### config.mk
export PLATFORM = sky130hd
export DESIGN_NAME = bin_to_bcd_seq
export DESIGN_NICKNAME = d
export VERILOG_FILES = /design/src/rtl/bcd_pkg.sv /design/src/rtl/bcd_add3.sv /design/src/rtl/bin_to_bcd_seq.sv
export SDC_FILE = /design/constraint.sdc
export NUM_CORES = 1
export LEC_CHECK = 0
export ABC_AREA = 1
export CAP_MARGIN = 30
export CORE_MARGIN = 2
export CORE_UTILIZATION = 55
export DETAILED_ROUTE_END_ITERATION = 10
export PLACE_DENSITY = 0.8
export SLEW_MARGIN = 20
export SYNTH_ARGS = -nofsm -noshare
export SYNTH_HDL_FRONTEND = slang
export SYNTH_SLANG_ARGS = --single-unit
### constraint.sdc
create_clock -name clk -period 2.6 [get_ports clk]
set_clock_uncertainty 0.15 [all_clocks]
set_input_delay 0.52 -clock clk [delete_from_list [all_inputs] [get_ports clk]]
set_output_delay 0.52 -clock clk [all_outputs]
set_load 0.02 [all_outputs]
### src/rtl/bcd_pkg.sv
// Shared types and constants for the sequential binary-to-BCD converter.
package bcd_pkg;

    typedef enum logic {IDLE, SHIFT} state_t;

    localparam int unsigned DIGIT_W = 4;
    localparam logic [DIGIT_W-1:0] BCD_NINE = 4'h9;

    // Largest value representable in the given number of decimal digits.
    function automatic longint unsigned max_val(input int unsigned digits);
        longint unsigned p;
        p = 1;
        for (int unsigned i = 0; i < digits; i++) begin
            p = p * 10;
        end
        return p - 1;
    endfunction

endpackage

### src/rtl/bcd_add3.sv
// Single BCD digit correction applied before each double-dabble shift.
module bcd_add3
    import bcd_pkg::*;
(
    input  logic [DIGIT_W-1:0] d_i,
    output logic [DIGIT_W-1:0] d_o
);

    always_comb begin
        d_o = (d_i >= DIGIT_W'(5)) ? d_i + DIGIT_W'(3) : d_i;
    end

endmodule

### src/rtl/bin_to_bcd_seq.sv
// Sequential shift-and-add-3 binary-to-BCD converter, one input bit per clock.
// The result register holds the last value so downstream displays stay stable.
module bin_to_bcd_seq
    import bcd_pkg::*;
#(
    parameter int unsigned BIN_W  = 14,
    parameter int unsigned DIGITS = 4
) (
    input  logic                       clk,
    input  logic                       rst,
    input  logic                       start,
    input  logic [BIN_W-1:0]           bin,
    output logic                       busy,
    output logic                       done,
    output logic [DIGIT_W*DIGITS-1:0]  bcd,
    output logic                       overflow
);

    localparam int unsigned     CNT_W   = $clog2(BIN_W + 1);
    localparam int unsigned     SCR_W   = DIGIT_W * DIGITS;
    localparam longint unsigned MAX_BIN = max_val(DIGITS);

    state_t             state_q, state_d;
    logic [BIN_W-1:0]   shift_q, shift_d;
    logic [SCR_W-1:0]   scratch_q, scratch_d;
    logic [SCR_W-1:0]   adj;
    logic [CNT_W-1:0]   cnt_q, cnt_d;
    logic               ovf_q, ovf_d;
    logic               busy_q, busy_d;
    logic               done_q, done_d;
    logic [SCR_W-1:0]   bcd_q, bcd_d;
    logic               overflow_q, overflow_d;

    for (genvar g = 0; g < DIGITS; g++) begin : g_digit
        bcd_add3 u_add3 (
            .d_i (scratch_q[g*DIGIT_W +: DIGIT_W]),
            .d_o (adj[g*DIGIT_W +: DIGIT_W])
        );
    end

    // busy drops on the last shift edge so the result-publishing edge can
    // also accept the next start, giving one conversion every BIN_W+1 clocks.
    always_comb begin
        state_d    = state_q;
        shift_d    = shift_q;
        scratch_d  = scratch_q;
        cnt_d      = cnt_q;
        ovf_d      = ovf_q;
        busy_d     = busy_q;
        done_d     = 1'b0;
        bcd_d      = bcd_q;
        overflow_d = overflow_q;

        if (state_q == SHIFT) begin
            if (cnt_q != '0) begin
                scratch_d = {adj[SCR_W-2:0], shift_q[BIN_W-1]};
                shift_d   = {shift_q[BIN_W-2:0], 1'b0};
                cnt_d     = cnt_q - CNT_W'(1);
                if (cnt_q == CNT_W'(1)) begin
                    busy_d = 1'b0;
                end
            end else begin
                bcd_d      = ovf_q ? {DIGITS{BCD_NINE}} : scratch_q;
                overflow_d = ovf_q;
                done_d     = 1'b1;
                state_d    = IDLE;
            end
        end

        if (start && !busy_q) begin
            shift_d   = bin;
            scratch_d = '0;
            cnt_d     = CNT_W'(BIN_W);
            ovf_d     = (64'(bin) > MAX_BIN);
            busy_d    = 1'b1;
            state_d   = SHIFT;
        end
    end

    always_ff @(posedge clk or posedge rst) begin
        if (rst) begin
            state_q    <= IDLE;
            shift_q    <= '0;
            scratch_q  <= '0;
            cnt_q      <= '0;
            ovf_q      <= 1'b0;
            busy_q     <= 1'b0;
            done_q     <= 1'b0;
            bcd_q      <= '0;
            overflow_q <= 1'b0;
        end else begin
            state_q    <= state_d;
            shift_q    <= shift_d;
            scratch_q  <= scratch_d;
            cnt_q      <= cnt_d;
            ovf_q      <= ovf_d;
            busy_q     <= busy_d;
            done_q     <= done_d;
            bcd_q      <= bcd_d;
            overflow_q <= overflow_d;
        end
    end

    assign busy     = busy_q;
    assign done     = done_q;
    assign bcd      = bcd_q;
    assign overflow = overflow_q;

endmodule
==> results of run 1 <==
## flip-flops by register name (all words and copies together), names as in the netlist
register / cells
cnt_q: 4
state_q: 1
ovf_q: 1
busy: 1
done: 1
overflow: 1
scratch_q: 16
bcd: 16
shift_q: 14
## layout make-up
cell class	count	area, sq um
clock buffers	5	68.8
well taps	67	83.8
clock inverters	3	15.0
inverters	41	156
repair buffers	40	400
fillers	417	1500
flip-flops and latches	55	1380
multi-input cells	249	1180
## layout by cell type, fill, tap and decap left out
cell / netlist / routed
xor2_1: 1 / 1
clkdlybuf4s50_1: 0 / 35
nand4_1: 8 / 8
o21a_1: 1 / 1
ha_1: 10 / 10
dfrtp_1: 55 / 55
clkbuf_8: 0 / 5
nand3b_1: 1 / 1
nor2_4: 1 / 1
nand2_1: 126 / 126
nand3_1: 26 / 26
inv_2: 0 / 1
o21ai_1: 5 / 5
nand2_2: 2 / 2
inv_4: 1 / 1
nand2_4: 2 / 2
inv_1: 40 / 39
nor2_1: 22 / 22
nor2_2: 2 / 2
nand3_2: 1 / 1
buf_4: 0 / 4
o21ai_0: 41 / 41
clkinv_2: 0 / 3
buf_12: 0 / 1
## per-layer routing
layer / vias up / routed length, um
met3: 9 / 339
li1: 1192 / -
met5: - / 0
met2: 84 / 2420
met4: 0 / 80
met1: 1081 / 2500
## worst paths after layout
| path | endpoint | slack [ns] |
|---|---|---|
| worst max-delay path | busy | 0.60 |
| worst min register to register | shift_q[13]$_DFFE_PP0P_ | 0.34 |
| max in group asynchronous | state_q$_DFF_PP0_ | 1.64 |
| worst min-delay path | shift_q[13]$_DFFE_PP0P_ | 0.34 |
| worst max register to register | scratch_q[4]$_DFFE_PP0P_ | 0.79 |
| min in group asynchronous | scratch_q[10]$_DFFE_PP0P_ | 0.41 |
## power groups by stage
stage | combinational [mW] | clock (mW) | sequential [mW]
5_1_grt | 2.17 | 0.496 | 1.52
6_report | 1.88 | 0.461 | 1.47
2_1_floorplan | 1.28 | 0 | 1.56
3_5_place_dp | 1.89 | 0 | 1.49
3_3_place_gp | 1.84 | 0 | 1.47
4_1_cts | 1.89 | 0.470 | 1.47
## cells by family (layout without fill, tap and decap cells)
kind of cell,Yosys count,count (layout)
buf+inv,51,89
simple gates,191,191
xor+xnor,1,1
flops,55,55
fa+ha+maj,10,10
compound gates,47,47
==> flow_summary.yaml, run 1 <==
cells_and_area:
  nNetsFinal: 419
  fin_cells: 460
  diodes: 0
  design_area_sq_um: 3280
  area_growth_pct: 18.3
  drive_gt1_frac: 0.0585
  final_util: 0.686
logic_synthesis:
  yosysWarnings: 0
  synthMuxAreaShare: 0
  synth_fa_ha_area_frac: 0.0451
  synth_edf_count: 0
  synthArstFlopShare: 1.00
  synthTopCellsByCount: "126 x nand2_1, 55 x dfrtp_1, 41 x o21ai_0, 40 x inv_1, 26 x nand3_1"
  synthesis.nets: 382
  ys_ff_latch: 55
  syn-instance-count: 355
  syn_area_per_cell_sq_um: 7.82
  yosys.area_share.simple: 0.293
  synth_compound_area_frac: 0.0857
  syn_area_sq_um: 2780
  synth_top_area_frac: 0.496
  synth_top_family_by_area: "simple AND/OR/NAND/NOR gates"
  synth.area.top_cells: "dfrtp_1 50%, nand2_1 17%, o21ai_0 7.4%, inv_1 5.4%, nand3_1 4.7%"
  ys_seq_area_frac: 0.496
  synthXorXnorAreaFrac: 0.00316
  yosysUniqueCellTypes: 22
  yosysTopAreaCell: "dfrtp_1"
  synth_flop_cell: "dfrtp_1"
  yosysMostFrequentCell: "nand2_1"
grt:
  grt_start_max_net_pins: 56
  gr-usage-met2: 0.354
  grt_pass1_wl_mm: 9.29
  top_usage_layer: "met2"
  grt_pass1_vias: 2204
  grt_use_total: 0.213
  met3_usage: 0.0442
  grt_use_met1: 0.276
  antenna_found_initial: 0
  grt.overflow.total: 0
drt:
  drt_iter0_drc: 166
  drc: 0
  wl_per_cell_um: 11.6
  drt-pass1-iter-count: 4
  ant_nets: 0
  dr_total_vias: 2366
  routed_wl_mm: 5.34
  vias_per_cell: 5.14
clock_network:
  cts_inserted_buffers: 5
  clock-sinks: 55
  post_cts_buffers: 0
  clock_latency_ns: 0.31
  clk_path_buf_depth: 2
  root_buffer: "clkbuf_8"
  cts_resized: 0
  htreeDepth: 2
  tritoncts: "yes"
  clk_pin_slew_ns: 0.09
  cts_hold_buf: 0
power:
  p_per_area_nw_per_um2: 1160
  leakagePower_nw: 1.68
  power_frac_seq: 0.386
  clkPwrFrac: 0.121
  power_switching_mw: 1.70
  finalPower_mw: 3.81
  combPwrFrac: 0.493
  intPower_mw: 2.12
  irDropWorstVdd_v: 0.000535
  p_sw_frac: 0.445
timing:
  setup_viol: 0
  hold_viol: 0
  hold_ws_ns: 0.335
  slew_headroom: 0.693
  tightest_slew_ns: 0.459
  fmax_mhz: 500
  rsz0062_at_grt: "false"
  drv_slew: 0
  fin_ws_ns: 0.602
  period_needed_ns: 2.00
  fin_crit_sh: 0.769
  tns_ns: 0
worst_setup_path:
  r2r-start: "cnt_q[0]$_DFFE_PP0P_"
  cp_data_arrival_time_ns: 1.33
  cp-startpoint: "busy$_DFFE_PP0P_"
  path_class: "register to output port"
  crit_chain: "clkdlybuf4s50_1"
  critical_path_peak_fanout: 4
  r2r_cells: 8
  crit_buf_inv: 1
  worst_path_largest_cell_delay_ns: 0.62
  critPathRequiredTime_ns: 1.93
  cp_top_family: "buffers and inverters"
  worstSetupStartpointType: "register"
  slowest_stage: "clkdlybuf4s50_1"
  worstSetupPathDepth: 1
  endpoint_kind: "output port"
floorplanning:
  dieArea_sq_um: 5630
  initial_core_util: 0.580
  row_count: 25
  die_y_um: 75.0
  io_pins: 36
  die_x_um: 75.0
  core_sq_um: 4790
flow_run:
  max_cap_violations: 0
placement:
  place_congestion: 0.804
  io_buffers: 35
  post-place-ws_ns: 0.548
  place_hpwl_mm: 3.82
  dp.cells: 452
  dpl_cell_area_sq_um: 3200
worst_hold_path:
  hold_start: "shift_q[13]$_DFFE_PP0P_"
  holdPathStages: 2
  hp-class: "register to register"
run_status:
  outcome: "finished clean"
Note: power is estimated with default switching activity, not from simulation.
==> run 2: changes to the inputs <==
- clock period: 2.6 -> 1.9 ns (I/O delays scaled with it)
==> run 2 against run 1 <==
Against the previous run:
- via count increased by 1.9%
- critical path type unchanged
- global-route usage grew 1.7 points
- largest cell class unchanged
- highest routed layer unchanged
- cell count increased by 0.65%
- worst setup slack lost 0.56 ns
- first-iteration DRC count increased by 52%
- largest power group unchanged
- design area grew 2.7%
- die area did not move
==> flow_summary.yaml, run 2 (synthesized netlist as in run 1, its figures left out) <==
run_status:
  outcome: "finished clean"
power:
  irDropWorstVdd_v: 0.000775
  p_per_area_nw_per_um2: 1640
  intPower_mw: 3.16
  finalPower_mw: 5.53
  combPwrFrac: 0.500
  power_switching_mw: 2.37
  leakagePower_nw: 1.72
  p_sw_frac: 0.429
  power_frac_seq: 0.364
  clkPwrFrac: 0.136
worst_setup_path:
  critPathRequiredTime_ns: 1.37
  cp_top_family: "buffers and inverters"
  r2r_cells: 8
  critical_path_peak_fanout: 4
  worstSetupStartpointType: "register"
  cp_data_arrival_time_ns: 1.33
  worstSetupPathDepth: 1
  slowest_stage: "clkdlybuf4s50_1"
  crit_chain: "clkdlybuf4s50_1"
  path_class: "register to output port"
  endpoint_kind: "output port"
  r2r_end: "scratch_q[9]$_DFFE_PP0P_"
  crit_buf_inv: 1
  r2r-start: "cnt_q[0]$_DFFE_PP0P_"
  reg2reg_slack_ns: 0.18
  worst_path_largest_cell_delay_ns: 0.62
placement:
  dp.cells: 456
  place_hpwl_mm: 4.13
  dpl_cell_area_sq_um: 3270
  io_buffers: 35
  post-place-ws_ns: 0.0907
  place_congestion: 0.863
flow_run:
  max_cap_violations: 0
grt:
  top_usage_layer: "met2"
  grt_pass1_vias: 2262
  grt_pass1_wl_mm: 9.95
  met3_usage: 0.0455
  antenna_found_initial: 0
  grt_use_met1: 0.299
  grt_start_max_net_pins: 35
  gr-usage-met2: 0.392
  grt_use_total: 0.230
  grt.overflow.total: 0
floorplanning:
  die_y_um: 75.0
  initial_core_util: 0.580
  dieArea_sq_um: 5630
  io_pins: 36
  die_x_um: 75.0
  core_sq_um: 4790
  row_count: 25
timing:
  tightest_slew_ns: 0.331
  period_needed_ns: 1.86
  setup_viol: 0
  hold_viol: 0
  fin_ws_ns: 0.0443
  fmax_mhz: 539
  hold_ws_ns: 0.181
  tns_ns: 0
  drv_slew: 0
  fin_crit_sh: 0.977
  slew_headroom: 0.780
  rsz0062_at_grt: "false"
drt:
  dr_total_vias: 2412
  vias_per_cell: 5.21
  ant_nets: 0
  drt_iter0_drc: 253
  drt-pass1-iter-count: 5
  wl_per_cell_um: 12.4
  routed_wl_mm: 5.73
  drc: 0
clock_network:
  clk_path_buf_depth: 2
  post_cts_buffers: 0
  clk_pin_slew_ns: 0.09
  cts_resized: 0
  cts_hold_buf: 0
  root_buffer: "clkbuf_8"
  htreeDepth: 2
  tritoncts: "yes"
  clock-sinks: 55
  cts_inserted_buffers: 5
  clock_latency_ns: 0.30
cells_and_area:
  drive_gt1_frac: 0.0657
  fin_cells: 463
  area_growth_pct: 21.6
  diodes: 0
  nNetsFinal: 423
  design_area_sq_um: 3370
  layout_commonest_cell: "nand2_1"
  final_util: 0.705
  mostFrequentLayoutCells: "126 x nand2_1, 55 x dfrtp_1, 41 x o21ai_0, 39 x inv_1, 35 x clkdlybuf4s50_1"
worst_hold_path:
  hp-class: "input pin to async pin"
run 2: metal layers:
layer | part of all wire | vias up
li1 | - | 1200
met1 | 0.46 | 1141
met2 | 0.49 | 64
met3 | 0.040 | 7
met4 | 0.013 | 0
met5 | 0 | -
run 2: layout make-up:
cell class                 instances  area (sq um)
timing repair buffer              44           468
fill                             407          1410
sequential                        55          1380
clock inverter                     1          30.0
inverter                          41           156
clock buffer                       6          72.6
multi-input combinational        249          1190
tap                               67          83.8
run 2: worst max-delay path by stage:
stage | from | slack (ns) | to
after floorplan | rst | 0.03 | bcd[0]$_DFFE_PP0P_
after global placement | start | 0.16 | scratch_q[7]$_DFFE_PP0P_
after detailed placement | start | 0.09 | shift_q[7]$_DFFE_PP0P_
after CTS | busy$_DFFE_PP0P_ | 0.03 | busy
after global routing | busy$_DFFE_PP0P_ | 0.0003 | busy
final | busy$_DFFE_PP0P_ | 0.04 | busy
run 2: power by group through the flow:
stage | sequential, mW | combinational [mW] | clock [mW]
2_1_floorplan | 2.13 | 1.75 | 0
3_3_place_gp | 2.01 | 2.65 | 0
3_5_place_dp | 2.03 | 2.76 | 0
4_1_cts | 2.01 | 2.78 | 0.766
5_1_grt | 2.07 | 3.17 | 0.800
6_report | 2.01 | 2.77 | 0.750
